--- src/rtl/uart_bus_master.sv ---
// uart_bus_master: autonomous initiator for the UART register block. It polls STATUS,
// drains a client TX FIFO into SEND and fills a client RX FIFO from RECV.
module uart_bus_master_fifo #(
  parameter int DEPTH = 4
) (
  input  logic       clk,
  input  logic       rst_n,
  input  logic       push,
  input  logic [7:0] push_data,
  input  logic       pop,
  output logic [7:0] head,
  output logic       full,
  output logic       empty
);
  localparam int AW = $clog2(DEPTH);
  localparam logic [AW:0] PTR_ONE = (AW+1)'(1);

  logic [AW:0] wr_ptr, rd_ptr;
  logic [7:0]  mem [DEPTH];

  always_ff @(posedge clk or negedge rst_n) begin
    if (!rst_n) begin
      wr_ptr <= '0;
      rd_ptr <= '0;
    end else begin
      if (push) wr_ptr <= wr_ptr + PTR_ONE;
      if (pop)  rd_ptr <= rd_ptr + PTR_ONE;
    end
  end

  always_ff @(posedge clk) begin
    if (push) mem[wr_ptr[AW-1:0]] <= push_data;
  end

  // Extra pointer bit separates the wrapped-full case from empty.
  assign head  = mem[rd_ptr[AW-1:0]];
  assign empty = (wr_ptr == rd_ptr);
  assign full  = (wr_ptr[AW] != rd_ptr[AW]) && (wr_ptr[AW-1:0] == rd_ptr[AW-1:0]);
endmodule

module uart_bus_master #(
  parameter int TX_DEPTH     = 4,
  parameter int RX_DEPTH     = 4,
  parameter int GUARD_CYCLES = 4
) (
  input  logic        clk_bus,
  input  logic        rst_n,
  input  logic        enable,
  output logic [3:0]  bus_address,
  output logic [31:0] bus_data_o,
  input  logic [31:0] bus_data_i,
  output logic        bus_read,
  output logic        bus_write,
  input  logic [7:0]  tx_data,
  input  logic        tx_valid,
  output logic        tx_ready,
  output logic [7:0]  rx_data,
  output logic        rx_valid,
  input  logic        rx_ready
);
  localparam logic [3:0] ADDR_SEND   = 4'h8;
  localparam logic [3:0] ADDR_RECV   = 4'h4;
  localparam logic [3:0] ADDR_STATUS = 4'hc;
  localparam int GW = $clog2(GUARD_CYCLES + 1);
  localparam logic [GW-1:0] GUARD_LOAD = GW'(GUARD_CYCLES - 1);
  localparam logic [GW-1:0] GUARD_ONE  = GW'(1);

  typedef enum logic [2:0] {IDLE, POLL, RD_RECV, WR_SEND, GUARD} state_t;
  typedef enum logic {OP_RX, OP_TX} op_t;

  state_t         state, state_nxt;
  op_t            last_op, last_op_nxt;
  logic [GW-1:0]  guard_cnt, guard_nxt;
  logic           tx_full, tx_empty, rx_full, rx_empty;
  logic [7:0]     tx_head;
  logic           tx_push, tx_pop, rx_push, rx_pop;
  logic           rx_go, tx_go;
  logic           unused_bus_bits;

  assign tx_ready = !tx_full;
  assign rx_valid = !rx_empty;
  assign tx_push  = tx_valid && tx_ready;
  assign tx_pop   = (state == WR_SEND);
  assign rx_push  = (state == RD_RECV);
  assign rx_pop   = rx_valid && rx_ready;
  assign rx_go    = bus_data_i[1] && !rx_full;
  assign tx_go    = bus_data_i[0] && !tx_empty;
  assign unused_bus_bits = ^bus_data_i[31:8];

  uart_bus_master_fifo #(.DEPTH(TX_DEPTH)) u_tx_fifo (
    .clk(clk_bus), .rst_n(rst_n), .push(tx_push), .push_data(tx_data),
    .pop(tx_pop), .head(tx_head), .full(tx_full), .empty(tx_empty)
  );

  uart_bus_master_fifo #(.DEPTH(RX_DEPTH)) u_rx_fifo (
    .clk(clk_bus), .rst_n(rst_n), .push(rx_push), .push_data(bus_data_i[7:0]),
    .pop(rx_pop), .head(rx_data), .full(rx_full), .empty(rx_empty)
  );

  always_comb begin
    state_nxt   = state;
    last_op_nxt = last_op;
    guard_nxt   = guard_cnt;
    case (state)
      IDLE: if (enable) state_nxt = POLL;
      POLL: begin
        // Round robin only matters when both directions are ready at once.
        if (rx_go && tx_go)  state_nxt = (last_op == OP_RX) ? WR_SEND : RD_RECV;
        else if (rx_go)      state_nxt = RD_RECV;
        else if (tx_go)      state_nxt = WR_SEND;
        else if (!enable)    state_nxt = IDLE;
      end
      RD_RECV: begin
        state_nxt   = GUARD;
        last_op_nxt = OP_RX;
        guard_nxt   = GUARD_LOAD;
      end
      WR_SEND: begin
        state_nxt   = GUARD;
        last_op_nxt = OP_TX;
        guard_nxt   = GUARD_LOAD;
      end
      GUARD: begin
        // Gives the slave's flags time to cross back from the UART clock domain.
        if (guard_cnt == '0) state_nxt = enable ? POLL : IDLE;
        else                 guard_nxt = guard_cnt - GUARD_ONE;
      end
      default: state_nxt = IDLE;
    endcase
  end

  // Bus outputs are decoded from the next state so they appear registered.
  always_ff @(posedge clk_bus or negedge rst_n) begin
    if (!rst_n) begin
      state       <= IDLE;
      last_op     <= OP_RX;
      guard_cnt   <= '0;
      bus_read    <= 1'b0;
      bus_write   <= 1'b0;
      bus_address <= '0;
      bus_data_o  <= '0;
    end else begin
      state      <= state_nxt;
      last_op    <= last_op_nxt;
      guard_cnt  <= guard_nxt;
      bus_read   <= (state_nxt == POLL) || (state_nxt == RD_RECV);
      bus_write  <= (state_nxt == WR_SEND);
      bus_data_o <= '0;
      case (state_nxt)
        POLL:    bus_address <= ADDR_STATUS;
        RD_RECV: bus_address <= ADDR_RECV;
        WR_SEND: begin
          bus_address <= ADDR_SEND;
          bus_data_o  <= {24'b0, tx_head};
        end
        default: bus_address <= '0;
      endcase
    end
  end
endmodule

--- config.mk ---
export PLATFORM = sky130hd
export DESIGN_NAME = uart_bus_master
export DESIGN_NICKNAME = d
export VERILOG_FILES = /design/src/rtl/uart_bus_master.sv
export SDC_FILE = /design/constraint.sdc
export NUM_CORES = 1
export LEC_CHECK = 0
export CAP_MARGIN = 10
export CORE_AREA = 4 4 109 90
export CTS_CLUSTER_DIAMETER = 200
export DETAILED_ROUTE_END_ITERATION = 10
export DIE_AREA = 0 0 113 94
export GPL_TIMING_DRIVEN = 0
export PLACE_DENSITY = 0.76
export SYNTH_ARGS = -nofsm -noshare
export SYNTH_HDL_FRONTEND = slang
export SYNTH_SLANG_ARGS = --single-unit
--- constraint.sdc ---
create_clock -name clk_bus -period 3 [get_ports clk_bus]
set_input_delay 0.3 -clock clk_bus [delete_from_list [all_inputs] [get_ports clk_bus]]
set_output_delay 0.3 -clock clk_bus [all_outputs]
set_load 0.01 [all_outputs]
==> impl_metrics.yaml <==
yosys:
  synth_seq_cells: 95
  synthesis.area_mm2: 0.00410
  ys_async_sr_fraction_pct: 32.6
  ys_types: 42
  synth_top_area_cell: "edfxtp_1"
  synth_area_leaders: "edfxtp_1 47%, dfrtp_1 19%, buf_4 4.9%, mux4_2 4.9%, mux4_1 4.5%"
  syn-instance-count: 246
  ys_warn_count: 0
  synth_top_area_share_pct: 46.9
  post_synth.cell_area_avg_um2: 16.7
  synthFlopType: "edfxtp_1"
  ys_seq_area_share_pct: 65.8
  synth_edf_count: 64
die:
  ios: 93
  start_util_pct: 46.6
  chipHeight_um: 94
  core_area_mm2: 0.00880
  fp.dieArea_mm2: 0.0106
  rows: 31
  die_w_um: 113
worst_setup_path:
  r2r-start: "state[2]"
  path_cells: "buf_6 > mux4_2 > clkdlybuf4s50_1"
  cp.required_ns: 2.70
  crit_arrival_ns: 1.94
  r2r_slack_ns: 1.02
  start_kind: "register"
  slowest_delay_ns: 0.53
  r2r_cells: 4
  critical_path_class: "reg2out"
  timing.rr.end: "u_rx_fifo.mem[3][0]"
  critical_path.top_delay_family: "buffers and inverters"
  crit_fanout: 10
  worst-path-buf-inv: 2
  cp-end-kind: "primary output"
  crit_slowest_cell: "mux4_2"
drt:
  via_count: 2107
  dr.pass1.iters: 4
  ant_nets: 0
  vias_per_cell: 4.73
  routed_wl_mm: 6.49
  drt_iter0_drc: 131
  route.detailed.drc: 0
  wl_per_cell_um: 14.6
clocking:
  clk_pin_slew_ns: 0.09
  cts_tree: "built"
  cts_sinks: 95
  htree_levels: 3
  clk_latency_ns: 0.36
  cts_made_buffers: 9
  root_buffer: "clkbuf_8"
  cts_buffer_depth: 2
  post_cts_resized: 0
hold_path:
  whs_path_depth: 2
  hold_path.class: "reg2reg"
  min-delay-start: "last_op"
  whs_endpoint: "last_op"
sta:
  hold_violations: 0
  relSlewSlack_pct: 52.7
  hold_slack_ns: 0.494
  rsz0062_at_grt: "false"
  slew_violations: 0
  setup_viol: 0
  setup-tns-final_ns: 0
  fmax_ghz: 0.447
  period_share_pct: 74.5
  finClkSkew_ns: 0.0156
  period_needed_ns: 2.24
  worst_slew_pin_slew_ns: 0.710
job:
  drv_cap: 0
power:
  total_power_mw: 4.08
  p_clk_share_pct: 18.3
  p_per_area_mw_per_mm2: 827
  vdd_drop_max_mv: 0.356
  pwr-share-seq_pct: 44.6
  sw_frac_of_total_pct: 32.0
  power.leakage_nw: 2.00
  p_int_mw: 2.78
  p_comb_share_pct: 37.1
  p_sw_mw: 1.30
layout:
  drive_gt1_share_pct: 20.0
  fillers: 694
  final_cells: 445
  diodes: 0
  multiInputGateArea_mm2: 0.00119
  seqCellArea_mm2: 0.00270
  final_nets: 382
  area_growth_pct: 20.4
outcome:
  status: "finished, final reports clean"
placement:
  place_hpwl_mm: 4.59
  dp.cells: 428
  io_buffers: 42
  gp_congestion: 0.692
grt:
  first_global_vias: 2142
  grt_max_degree: 32
  grt_overflow: 0
  grt.total_usage_pct: 13.1
  antenna_found_initial: 0
  grt_pass1_wl_mm: 10.7
## cells in the mapped netlist, drive strengths merged, types with 3 or more instances
library cell / count
dfrtp: 31
mux4: 16
and3: 8
inv: 9
xor2: 8
nand2: 10
nor2: 3
edfxtp: 64
ha: 12
xnor2: 8
and2: 10
o21ai: 3
buf: 33
nand3: 3
## worst max-delay path by stage
stage / depth (start not counted) / start / endpoint
finish: 3 / u_rx_fifo.rd_ptr[0] / rx_data[7]
global route: 3 / u_rx_fifo.rd_ptr[0] / rx_data[2]
CTS: 3 / u_rx_fifo.rd_ptr[0] / rx_data[0]
detailed placement: 4 / state[2] / u_rx_fifo.mem[3][0]
global placement: 1 / rst_n / u_rx_fifo.rd_ptr[0]
floorplan: 8 / guard_cnt[0] / bus_address[2]
## power groups by stage
stage	clock [mW]	combinational, mW	sequential, mW
floorplan	0	1.04	1.84
global placement	0	1.50	1.84
detailed placement	0	1.52	1.86
CTS	0.770	1.53	1.83
global route	0.824	1.67	1.86
finish	0.746	1.52	1.82
## through the flow
step	utilization (%)	instance area, um2	worst slack (ns)
6_report	56.1	4940	0.765
5_1_grt	56.1	4940	0.647
4_1_cts	56.1	4940	0.722
2_1_floorplan	-	4200	1.30
3_3_place_gp	54.1	4760	0.994
3_5_place_dp	54.0	4750	0.996
## metal layers
metal  global-route usage (%)  vias to the layer above  part of all wire, %  wire length, um
li1                         -                     1013                    -                -
met1                     17.8                     1037                   45             2930
met2                     20.5                       52                   49             3190
met3                     4.31                        5                  4.9              315
met4                     3.60                        0                 0.82               53
met5                        0                        -                    0                0
## worst min-delay path, stage by stage (launching register included)
cell and delay, ns:
dfrtp_1 0.35, nand2_1 0.05, nand2_1 0.06
## cell type report
cell class / count / area share (%)
buffer: 34 / 5.50
clock buffer: 10 / 2.58
clock inverter: 6 / 0.912
inverter: 9 / 0.684
multi-input combinational: 133 / 24.2
sequential: 95 / 54.6
tap: 115 / 2.91
timing repair buffer: 43 / 8.62
## kinds of logic (layout without fill, tap and decap cells)
kind of cell / Yosys count / after routing / synth area share, %
flip-flops: 95 / 95 / 65.8
XOR/XNOR: 16 / 16 / 3.42
AND/OR/NAND/NOR: 44 / 44 / 6.19
other: 1 / 26 / 0.0914
multiplexers: 18 / 18 / 9.98
buffers and inverters: 43 / 102 / 7.44
AO/OA/AOI/OAI: 17 / 17 / 3.45
adder cells (fa/ha/maj): 12 / 12 / 3.66
## repair_timing
action,4_1_cts,5_1_grt
hold buffers,1,0
hold endpoints to repair,2,0
setup buffers,0,0
## registers in the layout, summed over array words and instances (netlist names), 2 cells and up
signal and count:
u_tx_fifo.wr_ptr 3, u_rx_fifo.wr_ptr 3, bus_data_o 8, bus_address 2
u_rx_fifo.mem 32, u_rx_fifo.rd_ptr 3, u_tx_fifo.rd_ptr 3, guard_cnt 3
u_tx_fifo.mem 32, state 3
## placed cells by master, fill, tap and decap left out, types with 3 or more instances in the layout
cell,Yosys,layout
clkdlybuf4s50_1,0,41
clkbuf_8,0,9
edfxtp_1,64,64
buf_4,27,27
xnor2_1,8,8
ha_1,12,12
mux4_1,7,7
dfrtp_1,31,31
nor2_1,3,3
and3_1,8,8
and2_1,10,10
nand3_1,3,3
conb_1,1,26
xor2_1,8,8
buf_6,5,5
nand2_1,9,9
inv_1,9,9
mux4_2,9,9
Note: power is estimated with default switching activity, not from simulation.
